### config.mk
export PLATFORM = sky130hd
export DESIGN_NAME = axi4lite_regfile_slave
export DESIGN_NICKNAME = d
export VERILOG_FILES = /design/src/rtl/axi4lite_regfile_slave.sv
export SDC_FILE = /design/constraint.sdc
export NUM_CORES = 1
export LEC_CHECK = 0
export CAP_MARGIN = 10
export CORE_ASPECT_RATIO = 1.5
export CORE_MARGIN = 2
export CORE_UTILIZATION = 45
export CTS_CLUSTER_DIAMETER = 100
export DETAILED_ROUTE_END_ITERATION = 8
export GPL_TIMING_DRIVEN = 0
export PLACE_DENSITY = 0.71
export SLEW_MARGIN = 20
export SYNTH_ARGS = -nofsm -noshare
export SYNTH_HDL_FRONTEND = slang
export SYNTH_SLANG_ARGS = --single-unit
### constraint.sdc
create_clock -name A_CLK -period 2.55 [get_ports A_CLK]
set_clock_uncertainty 0.15 [all_clocks]
set_input_delay 0.255 -clock A_CLK [delete_from_list [all_inputs] [get_ports A_CLK]]
set_output_delay 0.255 -clock A_CLK [all_outputs]
set_load 0.02 [all_outputs]
### src/rtl/axi4lite_regfile_slave.sv
// AXI4-Lite register file slave with independent read and write paths; B one cycle after the last of AW/W, R one cycle after AR.
// Backpressure: AW/W/AR READY stay low while their response is pending; B and R hold stable until accepted.
module axi4lite_regfile_slave #(
    parameter int                  AXI_ADDR_WIDTH = 32,
    parameter int                  AXI_DATA_WIDTH = 32,
    parameter int                  NUM_REGS       = 16,
    parameter logic [NUM_REGS-1:0] RO_MASK        = '0
) (
    input  logic                        A_CLK,
    input  logic                        A_RST,
    input  logic                        AW_VALID,
    output logic                        AW_READY,
    input  logic [AXI_ADDR_WIDTH-1:0]   AW_ADDR,
    input  logic                        W_VALID,
    output logic                        W_READY,
    input  logic [AXI_DATA_WIDTH-1:0]   W_DATA,
    input  logic [AXI_DATA_WIDTH/8-1:0] W_STRB,
    output logic                        B_VALID,
    input  logic                        B_READY,
    output logic [1:0]                  B_RESP,
    input  logic                        AR_VALID,
    output logic                        AR_READY,
    input  logic [AXI_ADDR_WIDTH-1:0]   AR_ADDR,
    output logic                        R_VALID,
    input  logic                        R_READY,
    output logic [AXI_DATA_WIDTH-1:0]   R_DATA,
    output logic [1:0]                  R_RESP
);
    localparam int STRB_W   = AXI_DATA_WIDTH / 8;
    localparam int ADDR_LSB = $clog2(STRB_W);
    localparam int IDX_W    = $clog2(NUM_REGS);
    localparam int TOP_LSB  = ADDR_LSB + IDX_W;

    localparam logic [1:0] RESP_OKAY   = 2'b00;
    localparam logic [1:0] RESP_SLVERR = 2'b10;
    localparam logic [1:0] RESP_DECERR = 2'b11;

    typedef enum logic {WR_IDLE, WR_RESP} wr_state_t;
    typedef enum logic {RD_IDLE, RD_DATA} rd_state_t;

    wr_state_t                 wr_state_q, wr_state_d;
    rd_state_t                 rd_state_q, rd_state_d;
    logic                      aw_vld_q, aw_vld_d, w_vld_q, w_vld_d;
    logic [AXI_ADDR_WIDTH-1:0] aw_addr_q, aw_addr_d;
    logic [AXI_DATA_WIDTH-1:0] w_dat_q, w_dat_d;
    logic [STRB_W-1:0]         w_strb_q, w_strb_d;
    logic                      aw_rdy_q, aw_rdy_d, w_rdy_q, w_rdy_d, ar_rdy_q, ar_rdy_d;
    logic                      b_vld_q, b_vld_d, r_vld_q, r_vld_d;
    logic [1:0]                b_resp_q, b_resp_d, r_resp_q, r_resp_d;
    logic [AXI_DATA_WIDTH-1:0] r_dat_q, r_dat_d;
    logic [AXI_DATA_WIDTH-1:0] regs_q [NUM_REGS];
    logic [AXI_DATA_WIDTH-1:0] regs_d [NUM_REGS];

    logic                      aw_hs, w_hs, b_hs, ar_hs, r_hs, wr_go;
    logic [AXI_ADDR_WIDTH-1:0] wr_addr;
    logic [AXI_DATA_WIDTH-1:0] wr_dat;
    logic [STRB_W-1:0]         wr_strb;
    logic [IDX_W-1:0]          wr_idx, rd_idx;
    logic                      wr_in_range, rd_in_range;
    logic [1:0]                wr_resp;

    assign aw_hs = AW_VALID && aw_rdy_q;
    assign w_hs  = W_VALID && w_rdy_q;
    assign b_hs  = b_vld_q && B_READY;
    assign ar_hs = AR_VALID && ar_rdy_q;
    assign r_hs  = r_vld_q && R_READY;

    // A channel handshaking this cycle is used directly so AW and W may complete on the same edge.
    assign wr_addr     = aw_vld_q ? aw_addr_q : AW_ADDR;
    assign wr_dat      = w_vld_q ? w_dat_q : W_DATA;
    assign wr_strb     = w_vld_q ? w_strb_q : W_STRB;
    assign wr_go       = (wr_state_q == WR_IDLE) && (aw_vld_q || aw_hs) && (w_vld_q || w_hs);
    assign wr_idx      = wr_addr[ADDR_LSB +: IDX_W];
    assign wr_in_range = (wr_addr >> TOP_LSB) == '0;
    assign wr_resp     = !wr_in_range     ? RESP_DECERR :
                         RO_MASK[wr_idx]  ? RESP_SLVERR : RESP_OKAY;
    assign rd_idx      = AR_ADDR[ADDR_LSB +: IDX_W];
    assign rd_in_range = (AR_ADDR >> TOP_LSB) == '0;

    always_ff @(posedge A_CLK) begin
        if (A_RST) begin
            wr_state_q <= WR_IDLE;
            rd_state_q <= RD_IDLE;
            aw_vld_q   <= 1'b0;
            w_vld_q    <= 1'b0;
            aw_addr_q  <= '0;
            w_dat_q    <= '0;
            w_strb_q   <= '0;
            aw_rdy_q   <= 1'b0;
            w_rdy_q    <= 1'b0;
            ar_rdy_q   <= 1'b0;
            b_vld_q    <= 1'b0;
            r_vld_q    <= 1'b0;
            b_resp_q   <= RESP_OKAY;
            r_resp_q   <= RESP_OKAY;
            r_dat_q    <= '0;
            regs_q     <= '{default: '0};
        end else begin
            wr_state_q <= wr_state_d;
            rd_state_q <= rd_state_d;
            aw_vld_q   <= aw_vld_d;
            w_vld_q    <= w_vld_d;
            aw_addr_q  <= aw_addr_d;
            w_dat_q    <= w_dat_d;
            w_strb_q   <= w_strb_d;
            aw_rdy_q   <= aw_rdy_d;
            w_rdy_q    <= w_rdy_d;
            ar_rdy_q   <= ar_rdy_d;
            b_vld_q    <= b_vld_d;
            r_vld_q    <= r_vld_d;
            b_resp_q   <= b_resp_d;
            r_resp_q   <= r_resp_d;
            r_dat_q    <= r_dat_d;
            regs_q     <= regs_d;
        end
    end

    always_comb begin
        wr_state_d = wr_state_q;
        rd_state_d = rd_state_q;
        case (wr_state_q)
            WR_IDLE: if (wr_go) wr_state_d = WR_RESP;
            WR_RESP: if (b_hs)  wr_state_d = WR_IDLE;
        endcase
        case (rd_state_q)
            RD_IDLE: if (ar_hs) rd_state_d = RD_DATA;
            RD_DATA: if (r_hs)  rd_state_d = RD_IDLE;
        endcase
    end

    always_comb begin
        aw_vld_d  = aw_vld_q;
        w_vld_d   = w_vld_q;
        aw_addr_d = aw_addr_q;
        w_dat_d   = w_dat_q;
        w_strb_d  = w_strb_q;
        b_resp_d  = b_resp_q;
        regs_d    = regs_q;
        if (wr_state_q == WR_IDLE) begin
            if (aw_hs) begin
                aw_vld_d  = 1'b1;
                aw_addr_d = AW_ADDR;
            end
            if (w_hs) begin
                w_vld_d  = 1'b1;
                w_dat_d  = W_DATA;
                w_strb_d = W_STRB;
            end
            if (wr_go) begin
                b_resp_d = wr_resp;
                if (wr_resp == RESP_OKAY) begin
                    for (int k = 0; k < STRB_W; k++) begin
                        if (wr_strb[k]) regs_d[wr_idx][8*k +: 8] = wr_dat[8*k +: 8];
                    end
                end
            end
        end else if (b_hs) begin
            aw_vld_d = 1'b0;
            w_vld_d  = 1'b0;
        end
        aw_rdy_d = (wr_state_d == WR_IDLE) && !aw_vld_d;
        w_rdy_d  = (wr_state_d == WR_IDLE) && !w_vld_d;
        b_vld_d  = (wr_state_d == WR_RESP);
    end

    // Read data comes from the pre-edge register image, so a same-edge write is not visible.
    always_comb begin
        r_dat_d  = r_dat_q;
        r_resp_d = r_resp_q;
        if (ar_hs) begin
            r_resp_d = rd_in_range ? RESP_OKAY : RESP_DECERR;
            r_dat_d  = rd_in_range ? regs_q[rd_idx] : '0;
        end
        ar_rdy_d = (rd_state_d == RD_IDLE);
        r_vld_d  = (rd_state_d == RD_DATA);
    end

    assign AW_READY = aw_rdy_q;
    assign W_READY  = w_rdy_q;
    assign B_VALID  = b_vld_q;
    assign B_RESP   = b_resp_q;
    assign AR_READY = ar_rdy_q;
    assign R_VALID  = r_vld_q;
    assign R_DATA   = r_dat_q;
    assign R_RESP   = r_resp_q;
endmodule

**After elaboration in Yosys (flattened, before gate mapping)**

Memories as Yosys holds them, arrays and structs flattened.
Cells that the tools add are included.

- Add/subtract/negate cells: 0
- Multiply operators: 0
- Div/mod/pow operators: 0
- Order comparisons: 4
- Eq/ne operators: 0
- Shifts and indexed selects: 0
- Mux-type cells: 48
- Bitwise operators: 6
- Reductions and logical operators: 21

Operators by type and width:

| kind | number |
|---|---|
| 512-bit 2-to-1 mux | 13 |
| 512-bit bitwise mux | 4 |
| 32-bit demux with 4-bit select | 4 |
| 32-bit 2-to-1 mux | 6 |
| 32-bit binary-select mux with 4-bit select | 1 |
| 32-bit zero test | 2 |
| 24-bit 2-to-1 mux | 1 |
| 16-bit 2-to-1 mux | 1 |
| 1-bit 2-to-1 mux | 11 |
| 5-bit >= comparator (second input constant) | 2 |
| 1-bit logical AND | 10 |
| 4-bit inverter with 5-bit output | 2 |
| 8-bit 2-to-1 mux | 1 |
| 2-bit 2-to-1 mux | 3 |
| 2-bit AND reduction | 3 |
| 4-bit by 5-bit less-than comparator with 1-bit output (second input constant) | 1 |
| 5-bit by 1-bit less-than comparator with 1-bit output (second input constant) | 1 |
| 4-bit 2-to-1 mux | 1 |
| 1-bit inverter | 4 |
| 1-bit one-hot mux with 2 select lines | 2 |
| 3-bit AND reduction | 1 |
| 1-bit zero test | 2 |
| 2-bit zero test | 1 |
| 1-bit logical OR | 2 |

- Register bits: 623
- Latch bits: 0
- Bits in writable memories: 0
- Bits in read-only memories: 16
- Input bits: 107
- Memories: 1

Memory list:

| name | words | bits a word | rd ports | clocked after Yosys merged registers in | wr ports | RTL line | text |
|---|---|---|---|---|---|---|---|
| (no name shown) | 16 | 1 | 1 | 0 | 0 | 76 | `RO_MASK[wr_idx] ? RESP_SLVERR : RESP_OKAY;` |

**Depth between registers and ports, before layout**

- Word-level depth: 23
- Depth in mapped cells: 7

**Worst setup path after synthesis**

OpenSTA, ideal clock, no wires.

- Path kind: register to register
- From: reg, netlist name B_VALID
- To: reg regs_q[192] in the netlist's numbering
- Library setup time: 132 ps
- Arrival time: 2154 ps
- Path slack: 113 ps
- Cell stages (with the launch flop): 8
- Path buffers: 3
- Clock period less this slack: 2437 ps
- Cells stage by stage: dfxtp_1 -> clkbuf_1 -> or3_1 -> clkbuf_1 -> a211oi_2 -> buf_6 -> nand2_2 -> mux2i_1

RTL lines:

| item | RTL line | text |
|---|---|---|
| end signal, assigned | 114 | `regs_q <= regs_d;` |
| end, declared | 51 | `logic [AXI_DATA_WIDTH-1:0] regs_q [NUM_REGS];` |

**Worst setup path in the final report**

- From: in AR_ADDR[3]
- To: reg r_dat_q[27] (netlist: R_DATA[27])

- Word-level cells in the longest chain between the ends: 5

Ends and longest elaborated chain:

| item | RTL line | text |
|---|---|---|
| start, declared | 23 | `input logic [AXI_ADDR_WIDTH-1:0] AR_ADDR,` |
| 4-bit inverter with 5-bit output (implied by the code) | 172 | `r_dat_d = rd_in_range ? regs_q[rd_idx] : '0;` |
| 32-bit binary-select mux with 4-bit select | 172 |  |
| 32-bit 2-to-1 mux (implied by the code) (2 in series) | 172 |  |
| 32-bit 2-to-1 mux | 172 |  |
| end signal, assigned | 113 | `r_dat_q <= r_dat_d;` |
| end, declared | 50 | `logic [AXI_DATA_WIDTH-1:0] r_dat_q, r_dat_d;` |

Every way passes these cells. The select of a mux whose other input is x is not followed.
A chain may end at the register's enable or synchronous reset.

==> results.yml <==
worst_setup_path:
  crit_fanout: 10
  arrival_ns: 2.89
  cp_slowest_stage_delay_ns: 0.59
  path_delay_family: "buffers and inverters"
  cp_cell_sequence: "clkdlybuf4s50_1 > clkbuf_2 > buf_2 > clkbuf_2 > mux4_2 > mux2i_1 > o211ai_1"
  startpoint_type: "input port"
  crit_required_ns: 2.88
  endpoint_kind: "flop"
  crit_slowest_cell: "clkdlybuf4s50_1"
  path_common_cell: "clkbuf_2"
  crit_type: "input port to flop"
  crit_buf_inv: 4
layout:
  final_layout_size_suffix_gt1_frac: 0.179
  num_antenna_cells: 0
  synthToLayoutAreaGrowth_pct: 19.0
  final_nets: 2887
  final_cell_mix: "nand2_1, dfxtp_1, mux2i_1"
  final_common_cell: "nand2_1"
  final_area_mm2: 0.0320
  fin_util: 0.542
global_route:
  gr-total-overflow: 0
  grt_pass1_vias: 21900
  antenna_found_initial: 1
  grt_util_all_layers: 0.262
  grt_first_pass_wirelength_um: 123000
  grt_max_degree: 16
placement:
  gp_congestion: 0.917
  placed_area_mm2: 0.0293
  dp_hpwl_um: 60400
  port_buffers: 142
drt:
  wl_um: 81800
  routedWlPerCell_um: 22.7
  drtIter0Drc: 1287
  ant_nets: 0
  drt-pass1-iter-count: 6
  vias: 20600
  viasPerCell: 5.73
  drc: 0
sta:
  worstMarginPinSlew_ns: 1.00
  setup_slack_ns: -0.00984
  hold_viol_final: 0
  setup_viol: 1
  min_period_ns: 2.56
  drv_slew: 0
  fmax_ghz: 0.391
  relSlewSlack: 0.333
  tns_ns: -0.00984
  finalCritPeriodShare: 1.00
floorplanning:
  core_mm2: 0.0591
  die_area_mm2: 0.0617
  pin_count: 148
  die_height_um: 303
  start_util: 0.455
  rows: 109
  die_x_um: 204
clocking:
  clk_latency_ns: 0.61
  cts_root_buf: "clkbuf_16"
  htreeDepth: 2
  cts_tree: "done"
  path_clk_slew_ns: 0.07
  cts_max_path_buffers: 3
  cts_sinks: 619
  hold_buffers: 0
  numCtsBuffers: 56
synthesis:
  syn_nets: 2652
  synthCells: 2545
  synth.distinct_cells: 40
  synth_edf_count: 0
  ys.flop_type: "dfxtp_1"
  yosysWarnings: 0
  seq_area_frac_synth: 0.461
  syn_avg_cell_area_um2: 10.6
  ys_seq_elements: 619
  synth_area_mm2: 0.0269
  synthArstFlopShare: 0
power_and_ir_drop:
  cellPowerDensity_mw_per_mm2: 624
  vdd_drop_max_v: 0.000451
  power_mw: 20.0
  power.leakage_nw: 15.0
run:
  cap_viol_max_count: 0
worst_hold_path:
  hold_class: "input port to flop"
status:
  failed_checks: "negative setup slack"
  outcome: "finished, violations left"
power breakdown:
| part | total, mW | switching (mW) | internal, mW |
|---|---|---|---|
| clock | 8.46 | 3.74 | 4.72 |
| combinational | 1.71 | 1.12 | 0.587 |
| sequential | 9.81 | 0.0601 | 9.75 |
| total | 20.0 | 4.92 | 15.0 |
synth_stat cells (3+ instances only):
cell       count  share of area
buf_6          5         0.0021
nand2_4        4         0.0017
inv_1          5        0.00070
clkbuf_1     140          0.020
nor3b_1        6         0.0017
buf_4          3        0.00084
mux2i_1      551           0.21
mux4_2       128           0.11
nor4_1        15         0.0035
nor3_1         8         0.0015
buf_1         17         0.0024
nor2_1        13         0.0018
nand4_1        3        0.00070
mux2_2        63          0.026
dfxtp_1      619           0.46
a31oi_1        6         0.0014
a2111oi_4      8         0.0082
a21oi_1       75          0.014
a211oi_2       4         0.0019
buf_2          9         0.0017
a2111oi_2      7         0.0039
nand2_2       60          0.014
nand2_1      744           0.10
o211ai_1      31         0.0087
flip-flops by register name (all words and copies together) (netlist names), 4 cells and up:
name       cells
regs_q       512
R_DATA        32
w_dat_q       32
w_strb_q       4
aw_addr_q     30
final timing paths:
kind | endpoint | slack [ns] | startpoint | cells after the start
max | R_DATA[27]$_SDFFE_PP0P_ | -0.01 | AR_ADDR[3] | 7
max reg2reg | regs_q[345]$_SDFFE_PP0P_ | 0.04 | aw_vld_q$_SDFF_PP0_ | 7
min reg2reg | w_dat_q[4]$_SDFFE_PP0P_ | 0.30 | w_dat_q[4]$_SDFFE_PP0P_ | 2
min | aw_addr_q[26]$_SDFFE_PP0P_ | 0.08 | AW_ADDR[26] | 3
layer usage:
metal  vias up  global-route usage  share of wire
met2       748               0.486           0.52
met5         -                   0        0.00022
li1       9336                   -              -
met3       251              0.0327          0.054
met1     10300               0.287           0.37
met4         2               0.151          0.058
timing repair:
action,4_1_cts,5_1_grt
gates cloned,0,0
buffers inserted,32,4
resized for setup,78,99
endpoints found under the setup margin,544,495
pin swaps,23,1
tightest hold or removal path: stages:
cell,delay [ns]
clkdlybuf4s50_1,0.42
nand2_1,0.06
a21oi_1,0.05
layout make-up:
| class | instances | area (um^2) |
|---|---|---|
| plain buffers | 173 | 823 |
| multi-input cells | 1746 | 14200 |
| clock buffers | 85 | 1710 |
| repair buffers | 178 | 1740 |
| well taps | 777 | 972 |
| flip-flops and latches | 619 | 12400 |
| fillers | 5051 | 27100 |
| clock inverters | 16 | 120 |
| inverters | 6 | 22.5 |
through the flow:
| step | worst slack, ns | hold WS [ns] | std cells |
|---|---|---|---|
| after global placement | -1.43 | 0.288 | 3464 |
| after global routing | -0.0167 | 0.0839 | 3600 |
| after CTS | 0.0000442 | 0.0731 | 3597 |
| after floorplan | 0.113 | 0.241 | 2545 |
| after detailed placement | -1.51 | 0.294 | 3464 |
| final | -0.00984 | 0.0811 | 3600 |
logic make-up after synthesis:
family | synth area share
AND/OR/NAND/NOR | 0.133
multiplexers | 0.339
flip-flops | 0.461
buffers and inverters | 0.0274
AO/OA/AOI/OAI | 0.0395
(Power assumes the default switching activity.)
